`src/rtl/reaction_ctrl_pkg.sv`:
```
// reaction_ctrl_pkg: shared state encoding and BCD constants for the reaction-timer sequencer
package reaction_ctrl_pkg;

    typedef enum logic [2:0] {
        S_IDLE,
        S_WAIT,
        S_RUN,
        S_DONE,
        S_CHEAT,
        S_TIMEOUT
    } state_t;

    localparam logic [11:0] BCD_999  = 12'h999;
    localparam logic [11:0] BEST_RST = BCD_999;

endpackage

```
`src/rtl/rt_delay_timer.sv`:
```
// rt_delay_timer: loadable tick-driven down-counter for the random pre-stimulus delay
// Ports: clk/ar clock and async active-low reset; load/load_val arm the delay;
//        tick decrements; expire pulses on the tick that consumes the last count;
//        busy is high while a delay remains.
module rt_delay_timer #(
    parameter int DLY_W = 16
) (
    input  logic             clk,
    input  logic             ar,
    input  logic             load,
    input  logic [DLY_W-1:0] load_val,
    input  logic             tick,
    output logic             expire,
    output logic             busy
);

    logic [DLY_W-1:0] dly_q, dly_d;

    always_comb begin
        busy   = dly_q != '0;
        expire = tick & (dly_q == DLY_W'(1));
        dly_d  = load ? load_val : (tick && busy) ? dly_q - DLY_W'(1) : dly_q;
    end

    always_ff @(posedge clk or negedge ar)
        if (!ar) dly_q <= '0;
        else     dly_q <= dly_d;

endmodule

```
`src/rtl/reaction_ctrl.sv`:
```
// reaction_ctrl: reaction-timer trial sequencer driving the BCD counter and tracking best time
// Ports: clk/ar clock and async active-low reset; tick 1 ms strobe; start_btn/react_btn
//        debounced buttons; lfsr_val random seed; dig1..dig3 counter digits (ones..hundreds);
//        ctr_en/ctr_ar counter enable and registered active-low clear; lamp/cheat/timeout
//        status; new_best one-cycle pulse; best1..best3 best time in BCD.
module reaction_ctrl
    import reaction_ctrl_pkg::*;
#(
    parameter int DLY_W     = 16,
    parameter int LFSR_W    = 8,
    parameter int MIN_DLY   = 1000,
    parameter int DLY_SHIFT = 3
) (
    input  logic              clk,
    input  logic              ar,
    input  logic              tick,
    input  logic              start_btn,
    input  logic              react_btn,
    input  logic [LFSR_W-1:0] lfsr_val,
    input  logic [3:0]        dig1,
    input  logic [3:0]        dig2,
    input  logic [3:0]        dig3,
    output logic              ctr_en,
    output logic              ctr_ar,
    output logic              lamp,
    output logic              cheat,
    output logic              timeout,
    output logic              new_best,
    output logic [3:0]        best1,
    output logic [3:0]        best2,
    output logic [3:0]        best3
);

    state_t      state_q, state_d;
    logic        start_prev_q, start_prev_d;
    logic        react_prev_q, react_prev_d;
    logic        ctr_ar_q, ctr_ar_d;
    logic [11:0] best_q, best_d;
    logic        start_edge, react_edge, arm, at_999, expire, busy;
    logic [11:0] cnt;

    rt_delay_timer #(.DLY_W(DLY_W)) u_dly (
        .clk     (clk),
        .ar      (ar),
        .load    (arm),
        .load_val(DLY_W'(MIN_DLY) + (DLY_W'(lfsr_val) << DLY_SHIFT)),
        .tick    (tick & (state_q == S_WAIT)),
        .expire  (expire),
        .busy    (busy)
    );

    always_comb begin
        start_prev_d = start_btn;
        react_prev_d = react_btn;
        start_edge   = start_btn & ~start_prev_q;
        react_edge   = react_btn & ~react_prev_q;
        cnt          = {dig3, dig2, dig1};
        at_999       = cnt == BCD_999;
        arm          = start_edge & (state_q != S_WAIT) & (state_q != S_RUN);
        ctr_ar_d     = ~arm;
        // Holding the enable off at 999 keeps the count from wrapping before TIMEOUT is entered.
        ctr_en       = (state_q == S_RUN) & tick & ~react_edge & ~at_999;
        // Once loaded, best equals the frozen count, so the compare itself ends the pulse.
        new_best     = (state_q == S_DONE) & (cnt < best_q);
        best_d       = new_best ? cnt : best_q;
        lamp         = state_q == S_RUN;
        cheat        = state_q == S_CHEAT;
        timeout      = state_q == S_TIMEOUT;
        state_d      = state_q;
        case (state_q)
            // An empty timer (zero-length delay) falls straight through to RUN.
            S_WAIT:  state_d = react_edge ? S_CHEAT : (expire || !busy) ? S_RUN : S_WAIT;
            S_RUN:   state_d = at_999 ? S_TIMEOUT : react_edge ? S_DONE : S_RUN;
            default: state_d = arm ? S_WAIT : state_q;
        endcase
    end

    always_ff @(posedge clk or negedge ar)
        if (!ar) begin
            state_q      <= S_IDLE;
            start_prev_q <= 1'b0;
            react_prev_q <= 1'b0;
            ctr_ar_q     <= 1'b1;
            best_q       <= BEST_RST;
        end else begin
            state_q      <= state_d;
            start_prev_q <= start_prev_d;
            react_prev_q <= react_prev_d;
            ctr_ar_q     <= ctr_ar_d;
            best_q       <= best_d;
        end

    assign ctr_ar = ctr_ar_q;
    assign {best3, best2, best1} = best_q;

endmodule

```
`config.mk`:
```
export PLATFORM = sky130hd
export DESIGN_NAME = reaction_ctrl
export DESIGN_NICKNAME = d
export VERILOG_FILES = /design/src/rtl/reaction_ctrl_pkg.sv /design/src/rtl/rt_delay_timer.sv /design/src/rtl/reaction_ctrl.sv
export SDC_FILE = /design/constraint.sdc
export NUM_CORES = 1
export LEC_CHECK = 0
export BUFFER_PORTS_ARGS = -buffer_cell sky130_fd_sc_hd__buf_2
export CAP_MARGIN = 15
export CORE_MARGIN = 5
export CORE_UTILIZATION = 55
export DETAILED_ROUTE_END_ITERATION = 12
export PLACE_DENSITY = 0.76
export SYNTH_ARGS = -nofsm -noshare
export SYNTH_HDL_FRONTEND = slang
export SYNTH_SLANG_ARGS = --single-unit
```
`constraint.sdc`:
```
create_clock -name clk -period 2.78 [get_ports clk]
set_clock_uncertainty 0.2 [all_clocks]
set_input_delay 0.417 -clock clk [delete_from_list [all_inputs] [get_ports clk]]
set_output_delay 0.417 -clock clk [all_outputs]
set_load 0.03 [all_outputs]
```
=== Word-level counts from Yosys, hierarchy flattened ===
Index checks and enable logic that the tools add are counted.

* Flip-flop bits (word level): 34
* Bits in latches: 0
* Memory bits (writable): 0
* Bits in read-only memories: 0
* Input port bits: 25
* Output and inout bits: 18
* Word-level logic and storage cells: 47
* Memories kept: 0

* Add/subtract/negate cells: 2
* Multiply operators: 0
* Divide/modulo/power cells: 0
* Order comparisons: 1
* Equal/unequal tests: 9
* Shifts and indexed selects: 0
* Muxes and demuxes: 8
* Bitwise gates (word level): 15
* Reductions and logical operators: 6

{| class="wikitable"
|+ Operator list
! cell !! number
|-
| $mux W16 || 2
|-
| $eq A16 B1 Y1 const B || 1
|-
| $reduce_bool A16 Y1 || 1
|-
| $sub A16 B1 Y16 const B || 1
|-
| $add A10 B11 Y12 const A || 1
|-
| $eq A12 B12 Y1 const B || 1
|-
| $lt A12 B12 Y1 || 1
|-
| $and A1 B1 Y1 || 10
|-
| $mux W3 || 3
|-
| $eq A3 B2 Y1 const B || 2
|-
| $eq A3 B3 Y1 const B || 2
|-
| $pmux W3 S2 || 1
|-
| $not A1 Y1 || 5
|-
| $eq A3 B1 Y1 const B || 1
|-
| $ne A3 B1 Y1 const B || 1
|-
| $ne A3 B2 Y1 const B || 1
|-
| $reduce_bool A3 Y1 || 1
|-
| $mux W2 || 1
|-
| $reduce_bool A2 Y1 || 1
|-
| $logic_and A1 B1 Y1 || 1
|-
| $logic_not A1 Y1 || 1
|-
| $logic_or A1 B1 Y1 || 1
|-
| $mux W1 || 1
|}

=== Longest topological paths before layout ===
* Depth in word-level cells: 7
* Gate-level depth with buffers: 8
* Depth with buffers taken out: 6

=== By module ===
From an unflattened synthesis, not the netlist that was laid out.

* Cell total of the unflattened synthesis: 313
* Area, all modules: 2756.4 sq um

{| class="wikitable"
|+ Modules (own cells, without submodules)
! module !! times used !! cells each !! area each (sq um) !! seq. area each (sq um)
|-
| reaction_ctrl || 1 || 183 || 1651.6 || 459.2
|-
| rt_delay_timer || 1 || 130 || 1104.8 || 400.4
|}

=== Worst setup path after synthesis ===
OpenSTA, ideal clock, no wires.

* Kind: register -> output
* Start: register state_q[0]
* End: output ctr_en
* Data arrival time: 2.365 ns
* Data required time: 2.163 ns
* Path slack: -0.202 ns
* Cell stages (with the launch flop): 5
* Buffers on the path: 1
* Path through: dfrtp_1 > buf_2 > nor3b_1 > o31ai_1 > nor3b_1

* Word-level cells in the longest chain between the ends: 4

{| class="wikitable"
|+ RTL lines
! element !! RTL line !! source
|-
| start, declared || reaction_ctrl.sv:34 || <nowiki>state_t state_q, state_d;</nowiki>
|-
| start signal, assigned || reaction_ctrl.sv:86 || <nowiki>state_q <= state_d;</nowiki>
|-
| $eq A3 B2 Y1 || n/a ||
|-
| named net lamp || reaction_ctrl.sv:25 || <nowiki>output logic lamp,</nowiki>
|-
| $and A1 B1 Y1 (3 in series) || reaction_ctrl.sv:62 || <nowiki>ctr_en = (state_q == S_RUN) & tick & ~react_edge & ~at_999;</nowiki>
|-
| end, declared || reaction_ctrl.sv:23 || <nowiki>output logic ctr_en,</nowiki>
|}

The timed path passes the listed nets, and every way through them passes these cells.

=== Final worst setup path ===
* Start: register best_q[11]
* End: output new_best

* Word-level cells in the longest chain between the ends: 2

{| class="wikitable"
|+ RTL lines
! element !! RTL line !! source
|-
| start, declared || reaction_ctrl.sv:38 || <nowiki>logic [11:0] best_q, best_d;</nowiki>
|-
| start signal, assigned || reaction_ctrl.sv:90 || <nowiki>best_q <= best_d;</nowiki>
|-
| $lt A12 B12 Y1 || reaction_ctrl.sv:64 || <nowiki>new_best = (state_q == S_DONE) & (cnt < best_q);</nowiki>
|-
| $and A1 B1 Y1 || reaction_ctrl.sv:64 ||
|-
| end, declared || reaction_ctrl.sv:28 || <nowiki>output logic new_best,</nowiki>
|}

Every way passes these cells.

==> flow_summary_export.csv <==
group,metric,value,unit
global_routing,groute.usage.overall,19.6,%
drt,detailedRoute.firstIterationViolations,87,
yosys,syn-num-nets,268,
floorplanning,fp.dieW,74.3,µm
floorplanning,design.die.area,0.00552,mm²
placed_design,routabilityCongestion,0.822,
power,report.power.total,2.67,mW
global_routing,grt_first_pass_wirelength,8380,µm
worst_setup_path,reg2reg_slack,0.24,ns
timing,grt_setup_unrepaired,"no",
drt,dr_wl_met3,298,µm
worst_setup_path,timing.critical_path.max_delay_family,"flip-flops",
timing,finalHoldWorstSlack,-0.000295,ns
final_layout,drive_above_1_share,34.2,%
yosys,yosysSeqAreaShare,37.8,%
cts,cts-root-to-sink-buffers,2,
drt,drc,0,
cts,postCtsHoldBufs,0,
timing,relSlewSlack,49.5,%
timing,period_share,95.6,%
yosys,synth_enable_flop_cells,0,
final_layout,mostFrequentLayoutCell,"buf_2",
global_routing,grt_max_degree,35,
drt,met2RoutedLength,2240,µm
yosys,synth_largest_type_area_fraction,29.7,%
final_layout,antenna_cells_inserted,0,
worst_setup_path,path_class,"flop to output port",
final_layout,area_growth_from_synthesis_to_layout,18.2,%
cts,inserted_clock_buffers,5,
drt,drt_pass1_iterations,4,
drt,post_drt_via_cell_ratio,5.95,
timing,timing.final.crit_period,2.66,ns
drt,wirelength_met1,2280,µm
yosys,ys.warnings.count,0,
placed_design,hpwlAfterDp,3650,µm
floorplanning,effective_utilization_at_floorplan,56.8,%
global_routing,via_count_of_the_first_global_routing_pass,1876,
outcome,violated_checks,"negative hold slack",
worst_setup_path,cp.buffers_inverters,2,
worst_setup_path,end_kind,"output port",
worst_setup_path,cp_max_fanout,3,
power,vdd_drop_max,0.000423,V
yosys,synth.top_cells.by_area,"dfrtp_1, ha_1, dfstp_2",
drt,postRouteAntennaNets,0,
worst_setup_path,critical_path.max_stage_delay,0.54,ns
cts,worstSkewPairLatency,0.28,ns
yosys,synth_cell_type_count,55,
floorplanning,design.portCount,43,
worst_hold_path,hold_path_class,"primary input to asynchronous set/reset pin",
placed_design,numPortBuffers,42,
cts,htree_depth,2,
worst_setup_path,crit_chain,"inv_1 > ha_1 > and4_1 > nor4b_2 > a221oi_2 > buf_4",
global_routing,antenna_found_initial,0,
drt,wl,4890,µm
yosys,postSynthRegisterBits,34,
cts,cts_tree,"yes",
worst_setup_path,setup.worst_path.start_class,"flop",
drt,avgRoutedWirePerCell,14.9,µm
yosys,yosys.area.top_type,"dfrtp_1",
yosys,async_set_or_reset_register_ratio_after_synthesis,100,%
yosys,post_synth_inst_count,228,
worst_setup_path,worstRegToRegCells,8,
yosys,post_synth.cell_area_avg,9.97,µm²
timing,hold_viol_final,1,
worst_setup_path,cpMaxStageDelayCell,"dfstp_2",
global_routing,overflow,0,
outcome,result_of_the_run,"complete, but fails checks",
job,max-cap-violations,0,
yosys,syn_area,0.00227,mm²
timing,maxSlewViolCount,0,
timing,setup_violations,0,
cts,clkSlewWorstSetupHoldPaths,0.07,ns
drt,highest-signal-layer,"met4",
final_layout,most_frequent_cells_in_the_layout,"buf_2, dfrtp_1, inv_1",
timing,worst_slew_pin_slew,0.758,ns
worst_setup_path,critical_path.reg2reg.endpoint,"best_q[10]",
floorplanning,chipHeight,74.3,µm
worst_setup_path,r2r_start,"best_q[11]",
timing,clock.fmax,0.376,GHz
floorplanning,core_footprint,0.00400,mm²
cts,tritoncts_num_sinks,34,
timing,fin_tns_setup,0,ns
drt,detailroute.via_count,1953,
yosys,synth_ff_type,"dfrtp_1",
cts,clockRootBuffer,"clkbuf_8",
power,leakagePower,1.21,nW
floorplanning,num_rows,23,
final_layout,nNetsFinal,317,
worst_setup_path,arrival,2.04,ns
worst_setup_path,worst-endpoint-required,2.16,ns
power,power-per-cell-area,993,mW/mm²
[cell type report]
cell class | instances | area (µm²)
well taps | 50 | 62.6
multi-input cells | 166 | 1300
inverters | 18 | 67.6
repair buffers | 52 | 288
flip-flops and latches | 34 | 860
fillers | 332 | 1320
clock buffers | 8 | 110
[timing repair]
| action | CTS | global route |
|---|---|---|
| pin swaps | 1 | 1 |
| endpoints found under the setup margin | 1 | 1 |
| resized for setup | 1 | 2 |
| setup buffers | 0 | 1 |
[flip-flops by register name (all words and copies together), names as in the netlist]
name / count
ctr_ar: 1
state_q: 3
start_prev_q: 1
react_prev_q: 1
u_dly.dly_q: 16
best_q: 12
[report_power, final]
part	switching, mW	leakage (nW)	total, mW	internal (mW)
combinational	0.751	0.747	1.30	0.546
sequential	0.210	0.400	0.940	0.730
clock	0.178	0.0575	0.428	0.250
[cell families after synthesis]
logic type	synth area share, %
multiplexers	6.83
AND/OR/NAND/NOR	22.6
buffers and inverters	5.84
flip-flops	37.8
XOR/XNOR	2.31
adder cells (fa/ha/maj)	8.26
AO/OA/AOI/OAI	16.3
[metrics by stage]
| step | utilization (%) | setup slack, ns | std cells | cell area, µm² | hold slack, ns |
|---|---|---|---|---|---|
| 2_1_floorplan | - | 0.0741 | 228 | 2280 | -0.0786 |
| 3_3_place_gp | 63.8 | 0.310 | 319 | 2550 | 0.311 |
| 3_5_place_dp | 63.8 | 0.240 | 319 | 2550 | 0.315 |
| 4_1_cts | 66.6 | 0.0158 | 327 | 2670 | 0.0256 |
| 5_1_grt | 67.1 | 0.0292 | 328 | 2690 | 0.0390 |
| 6_report | 67.1 | 0.123 | 328 | 2690 | -0.000295 |
[synthesized netlist by cell type (all sizes together), types with 7 or more instances]
library cell / number
dfrtp: 27
inv: 18
ha: 15
o21ai: 13
mux2: 12
nor2: 11
nor3: 9
buf: 8
a21oi: 7
dfstp: 7
nand2: 7
[metal layers]
metal  vias to the layer above  track usage [%]
li1                        965                -
met1                       934             25.3
met2                        45             31.8
met3                         9             4.19
met4                         0             8.30
met5                         -                0
[how the worst max path moves through the flow]
stage | from | end | depth (start not counted)
2_1_floorplan | best_q[11] | best_q[10] | 7
5_1_grt | best_q[11] | new_best | 6
3_5_place_dp | dig3[1] | best_q[10] | 7
6_report | best_q[11] | new_best | 6
4_1_cts | best_q[11] | new_best | 6
3_3_place_gp | dig3[1] | best_q[2] | 7
No activity file was read; power rests on OpenSTA's default activity.
